==> src/rtl/mul_share_arb.sv <==
`timescale 1ns/1ps
// mul_share_arb
//   Round-robin arbiter/sequencer sharing one 8x8 signed sequential multiplier
//   (sign_mul, start/valid handshake) among NREQ requesters. One operation is
//   in flight at a time: grant -> start -> wait for valid (or watchdog) ->
//   return the product with the owner ID over a valid/ready channel.
//
// Ports
//   clk, rst        clock, asynchronous active-high reset
//   req_valid[i]    requester i has operands on req_x/req_y slice i
//   req_x, req_y    8-bit signed operands, slice i = [8*i +: 8]
//   req_ready[i]    one-cycle one-hot accept pulse
//   resp_*          result channel: id, 16-bit product, watchdog error flag
//   mul_start/x/y   drive the shared sign_mul
//   mul_z/valid     product and completion from sign_mul
module mul_share_arb #(
  parameter int NREQ    = 4,
  parameter int IDW     = 2,
  parameter int TIMEOUT = 15
) (
  input  logic              clk,
  input  logic              rst,
  input  logic [NREQ-1:0]   req_valid,
  input  logic [8*NREQ-1:0] req_x,
  input  logic [8*NREQ-1:0] req_y,
  output logic [NREQ-1:0]   req_ready,
  output logic              resp_valid,
  input  logic              resp_ready,
  output logic [IDW-1:0]    resp_id,
  output logic [15:0]       resp_z,
  output logic              resp_err,
  output logic              mul_start,
  output logic [7:0]        mul_x,
  output logic [7:0]        mul_y,
  input  logic [15:0]       mul_z,
  input  logic              mul_valid
);

  localparam int WDW = $clog2(TIMEOUT + 1);

  typedef enum logic [1:0] {IDLE, ISSUE, BUSY, RESP} state_t;

  state_t           state_q, state_d;
  logic [IDW-1:0]   rr_q, rr_d;
  logic [WDW-1:0]   wd_q, wd_d;
  logic             mul_start_q, mul_start_d;
  logic [7:0]       mul_x_q, mul_x_d;
  logic [7:0]       mul_y_q, mul_y_d;
  logic [IDW-1:0]   resp_id_q, resp_id_d;
  logic [15:0]      resp_z_q, resp_z_d;
  logic             resp_err_q, resp_err_d;
  logic             resp_valid_q, resp_valid_d;

  logic             gnt_found;
  logic [IDW-1:0]   gnt_idx;
  logic [IDW-1:0]   cand;

  // First valid requester at or after the round-robin pointer, with wrap.
  always_comb begin
    gnt_found = 1'b0;
    gnt_idx   = '0;
    cand      = '0;
    for (int k = 0; k < NREQ; k++) begin
      cand = IDW'((int'(rr_q) + k) % NREQ);
      if (!gnt_found && req_valid[cand]) begin
        gnt_found = 1'b1;
        gnt_idx   = cand;
      end
    end
  end

  // The accept pulse must coincide with the cycle the operands are sampled,
  // so it is decoded from state rather than registered. Masking with rst keeps
  // it low while reset is held even if requests are pending.
  assign req_ready = (state_q == IDLE && gnt_found && !rst) ?
                     (NREQ'(1) << gnt_idx) : '0;

  always_comb begin
    state_d      = state_q;
    rr_d         = rr_q;
    wd_d         = wd_q;
    mul_start_d  = 1'b0;
    mul_x_d      = mul_x_q;
    mul_y_d      = mul_y_q;
    resp_id_d    = resp_id_q;
    resp_z_d     = resp_z_q;
    resp_err_d   = resp_err_q;
    resp_valid_d = resp_valid_q;
    case (state_q)
      IDLE: begin
        if (gnt_found) begin
          // Operands are captured once here and held until the next grant:
          // sign_mul keeps reading X across all of its iterations.
          mul_x_d     = req_x[{gnt_idx, 3'b000} +: 8];
          mul_y_d     = req_y[{gnt_idx, 3'b000} +: 8];
          resp_id_d   = gnt_idx;
          rr_d        = (gnt_idx == IDW'(NREQ - 1)) ? '0 : gnt_idx + 1'b1;
          mul_start_d = 1'b1;            // high during ISSUE
          state_d     = ISSUE;
        end
      end
      ISSUE: begin
        wd_d    = '0;
        state_d = BUSY;
      end
      BUSY: begin
        wd_d = wd_q + 1'b1;
        // mul_valid is checked first so it wins a same-cycle timeout.
        if (mul_valid) begin
          resp_z_d     = mul_z;
          resp_err_d   = 1'b0;
          resp_valid_d = 1'b1;
          state_d      = RESP;
        end else if (wd_q == WDW'(TIMEOUT - 1)) begin
          resp_z_d     = '0;
          resp_err_d   = 1'b1;
          resp_valid_d = 1'b1;
          state_d      = RESP;
        end
      end
      RESP: begin
        if (resp_ready) begin
          resp_valid_d = 1'b0;
          state_d      = IDLE;
        end
      end
      default: state_d = IDLE;
    endcase
  end

  always_ff @(posedge clk or posedge rst) begin
    if (rst) begin
      state_q      <= IDLE;
      rr_q         <= '0;
      wd_q         <= '0;
      mul_start_q  <= 1'b0;
      mul_x_q      <= '0;
      mul_y_q      <= '0;
      resp_id_q    <= '0;
      resp_z_q     <= '0;
      resp_err_q   <= 1'b0;
      resp_valid_q <= 1'b0;
    end else begin
      state_q      <= state_d;
      rr_q         <= rr_d;
      wd_q         <= wd_d;
      mul_start_q  <= mul_start_d;
      mul_x_q      <= mul_x_d;
      mul_y_q      <= mul_y_d;
      resp_id_q    <= resp_id_d;
      resp_z_q     <= resp_z_d;
      resp_err_q   <= resp_err_d;
      resp_valid_q <= resp_valid_d;
    end
  end

  assign mul_start  = mul_start_q;
  assign mul_x      = mul_x_q;
  assign mul_y      = mul_y_q;
  assign resp_id    = resp_id_q;
  assign resp_z     = resp_z_q;
  assign resp_err   = resp_err_q;
  assign resp_valid = resp_valid_q;

endmodule

==> config.mk <==
export PLATFORM = sky130hd
export DESIGN_NAME = mul_share_arb
export DESIGN_NICKNAME = d
export VERILOG_FILES = /design/src/rtl/mul_share_arb.sv
export SDC_FILE = /design/constraint.sdc
export NUM_CORES = 1
export LEC_CHECK = 0
export ABC_CLOCK_PERIOD_IN_PS = 5140
export BUFFER_PORTS_ARGS = -buffer_cell sky130_fd_sc_hd__buf_2
export CORE_AREA = 8 8 85 87
export DETAILED_ROUTE_END_ITERATION = 10
export DIE_AREA = 0 0 93 95
export GPL_TIMING_DRIVEN = 0
export PLACE_DENSITY_LB_ADDON = 0.12
export SYNTH_ARGS = -nofsm -noshare
export SYNTH_HDL_FRONTEND = slang
export SYNTH_SLANG_ARGS = --single-unit
export TNS_END_PERCENT = 5
==> constraint.sdc <==
create_clock -name clk -period 5.14 [get_ports clk]
set_clock_uncertainty 0.1 [all_clocks]
set_input_delay 0 -clock clk [delete_from_list [all_inputs] [get_ports clk]]
set_output_delay 0 -clock clk [all_outputs]
set_load 0.05 [all_outputs]
==> results.toml <==
[synthesis]
async_flop_share_pct = 100.0
ys_seq_area_share_pct = 48.99
ys_types = 37
syn_avg_cell_area_um2 = 10.64
synth_top_flop_cell = "dfrtp_1"
ys_warn_count = 0
synthesis.area_um2 = 2298
syn-instance-count = 216
synth_edf_count = 0
syn_nets = 311
ys_seq_elements = 45

[cts]
cts_buffers = 5
cts_tree = "yes"
cts-resized-gates = 0
cts_num_sinks = 45
h-tree-depth = 2
ctsHoldBuffers = 67
cts.clk_slew.worst_paths_ns = 0.09
clock_latency_ns = 0.30
postCtsSetupBuffers = 0
clockBufferDepth = 2
root_buffer = "clkbuf_8"

[grt]
overflow = 0
grt_pass1_vias = 2708
grt_use_total_pct = 17.69
antenna_found_initial = 0
grt_first_pass_wirelength_um = 12680
grt_start_max_net_pins = 27

[floorplanning]
fp.dieArea_um2 = 8835
dieWidth_um = 93
coreArea_um2 = 5816
die_y_um = 95
initial_core_util_pct = 39.52
rows = 28
pin_count = 129

[drt]
vias = 2475
wl_met1_um = 3227
top_layer_used = "met4"
ant_nets = 0
via_per_inst = 5.000
route.met3.wl_um = 522
drcViolationCount = 0
first_pass_iters = 4
drt_iter0_drc = 69
route.met2.wl_um = 3955
totalWireLength_um = 7780
post_drt_wl_per_cell_um = 15.72

[place]
dp_hpwl_um = 5290
place_ws_ns = 3.107
portBuffers = 128
place_congestion = 0.7681

[final_layout]
antenna_cells = 0
fill_cells = 489
final_util_pct = 66.01
layout-drive-gt1-share_pct = 35.71
final_cell_mix = "buf_2, dlygate4sd3_1, dfrtp_1, nor2_1, o22ai_1"
area_delta_synth_final_pct = 67.01
multi_input_area_um2 = 1042
final_common_cell = "buf_2"
final-seq-area_um2 = 1126
layout.nets = 514

[worst_setup_path]
end_kind = "flop"
criticalPathCategory = "reg -> reg"
crit_required_ns = 5.23
critical_path_peak_fanout = 10
startpoint_type = "flop"
arrival_ns = 3.12

[sta]
period_minus_slack_ns = 3.030
finalWorstSetupSlack_ns = 2.110
hold_viol = 0
max_freq_mhz = 330.0
setup_viol = 0
fin_setup_tns_ns = 0
relSlewSlack_pct = 66.34
worst_pin_slew_ns = 0.5019
rsz0062_at_grt = "false"
fin_crit_sh_pct = 58.96
drv_slew = 0

[pwr]
total_power_mw = 2.530
power_density_nw_per_um2 = 659.0
ir_drop_mv = 0.3347
power_leakage_nw = 1.944

[run]
max_cap_viol_count = 0

[status]
status = "finished, final reports clean"

[hold_path]
hold_path_class = "in -> reg"
## area by class of cell
| class | count | area share (%) |
|---|---|---|
| tap | 75 | 2.445 |
| sequential | 45 | 29.34 |
| timing repair buffer | 196 | 34.68 |
| clock buffer | 5 | 1.793 |
| clock inverter | 3 | 1.206 |
| buffer | 15 | 2.314 |
| multi-input combinational | 145 | 27.15 |
| inverter | 11 | 1.076 |
## through the flow
step	std cells	area [um2]	hold WS, ns
2_1_floorplan	216	2298	0.03253
3_3_place_gp	419	3033	0.1178
3_5_place_dp	420	3053	-0.02145
4_1_cts	495	3839	0.1752
5_1_grt	495	3839	0.2227
6_report	495	3839	0.1735
## per-layer routing
| metal | GRT usage [%] | up-vias |
|---|---|---|
| met5 | 0 | - |
| met4 | 6.040 | 0 |
| met3 | 5.794 | 8 |
| met2 | 30.06 | 75 |
| met1 | 20.53 | 1175 |
| li1 | - | 1217 |
## report_power, final
group | switching, mW | leakage, nW | internal [mW]
registers | 0.0840 | 0.541 | 0.523
logic | 1.02 | 1.35 | 0.628
clock network | 0.128 | 0.0543 | 0.146
## registers in the layout, indices dropped and copies added, names as in the netlist
name / count
resp_z: 16
resp_id: 2
resp_valid: 1
state_q: 2
rr_q: 2
mul_start: 1
wd_q: 4
mul_y: 8
resp_err: 1
mul_x: 8
## critical path: stages, from the launching register on
cell and delay, ns:
dfrtp_1 0.43, nand2b_1 0.20, a31oi_1 0.20, o22ai_2 0.18
buf_2 0.23, a221oi_1 0.31, dlygate4sd3_1 0.62, o22ai_1 0.09
dlygate4sd3_1 0.56
## kinds of logic after synthesis
family / synth area share [%]
AOI/OAI and AO/OA: 24.06
muxes: 7.458
and+or+nand+nor: 10.02
adders and majority gates: 3.810
DFF: 48.99
buffers and inverters: 5.662
## cell usage after synthesis (3+ instances only)
cell | n | share of area, %
inv_1 | 11 | 1.8
dfrtp_1 | 45 | 49
o22ai_1 | 17 | 4.6
a22o_1 | 16 | 6.1
nand2_1 | 9 | 1.5
nand2b_1 | 4 | 1.1
buf_2 | 4 | 0.87
nor2_1 | 19 | 3.1
mux2i_1 | 16 | 7.0
or2b_1 | 4 | 1.3
o21ai_0 | 9 | 2.0
clkbuf_1 | 6 | 0.98
ha_1 | 7 | 3.8
a221oi_1 | 16 | 6.1
nand3_1 | 3 | 0.65
a21oi_1 | 6 | 1.3
## worst paths after layout
path | start | to | cells after the start | slack, ns
worst min register to register | resp_id[1] | resp_id[1] | 2 | 0.38
worst min-delay path | req_valid[1] | rr_q[0] | 4 | 0.17
worst max-delay path | rr_q[0] | mul_y[0] | 8 | 2.11
worst max register to register | rr_q[0] | mul_y[0] | 8 | 2.11
min in group asynchronous | rst | rr_q[0] | 3 | 0.18
max in group asynchronous | rst | mul_x[0] | 4 | 4.25
No activity file was read; power rests on OpenSTA's default activity.
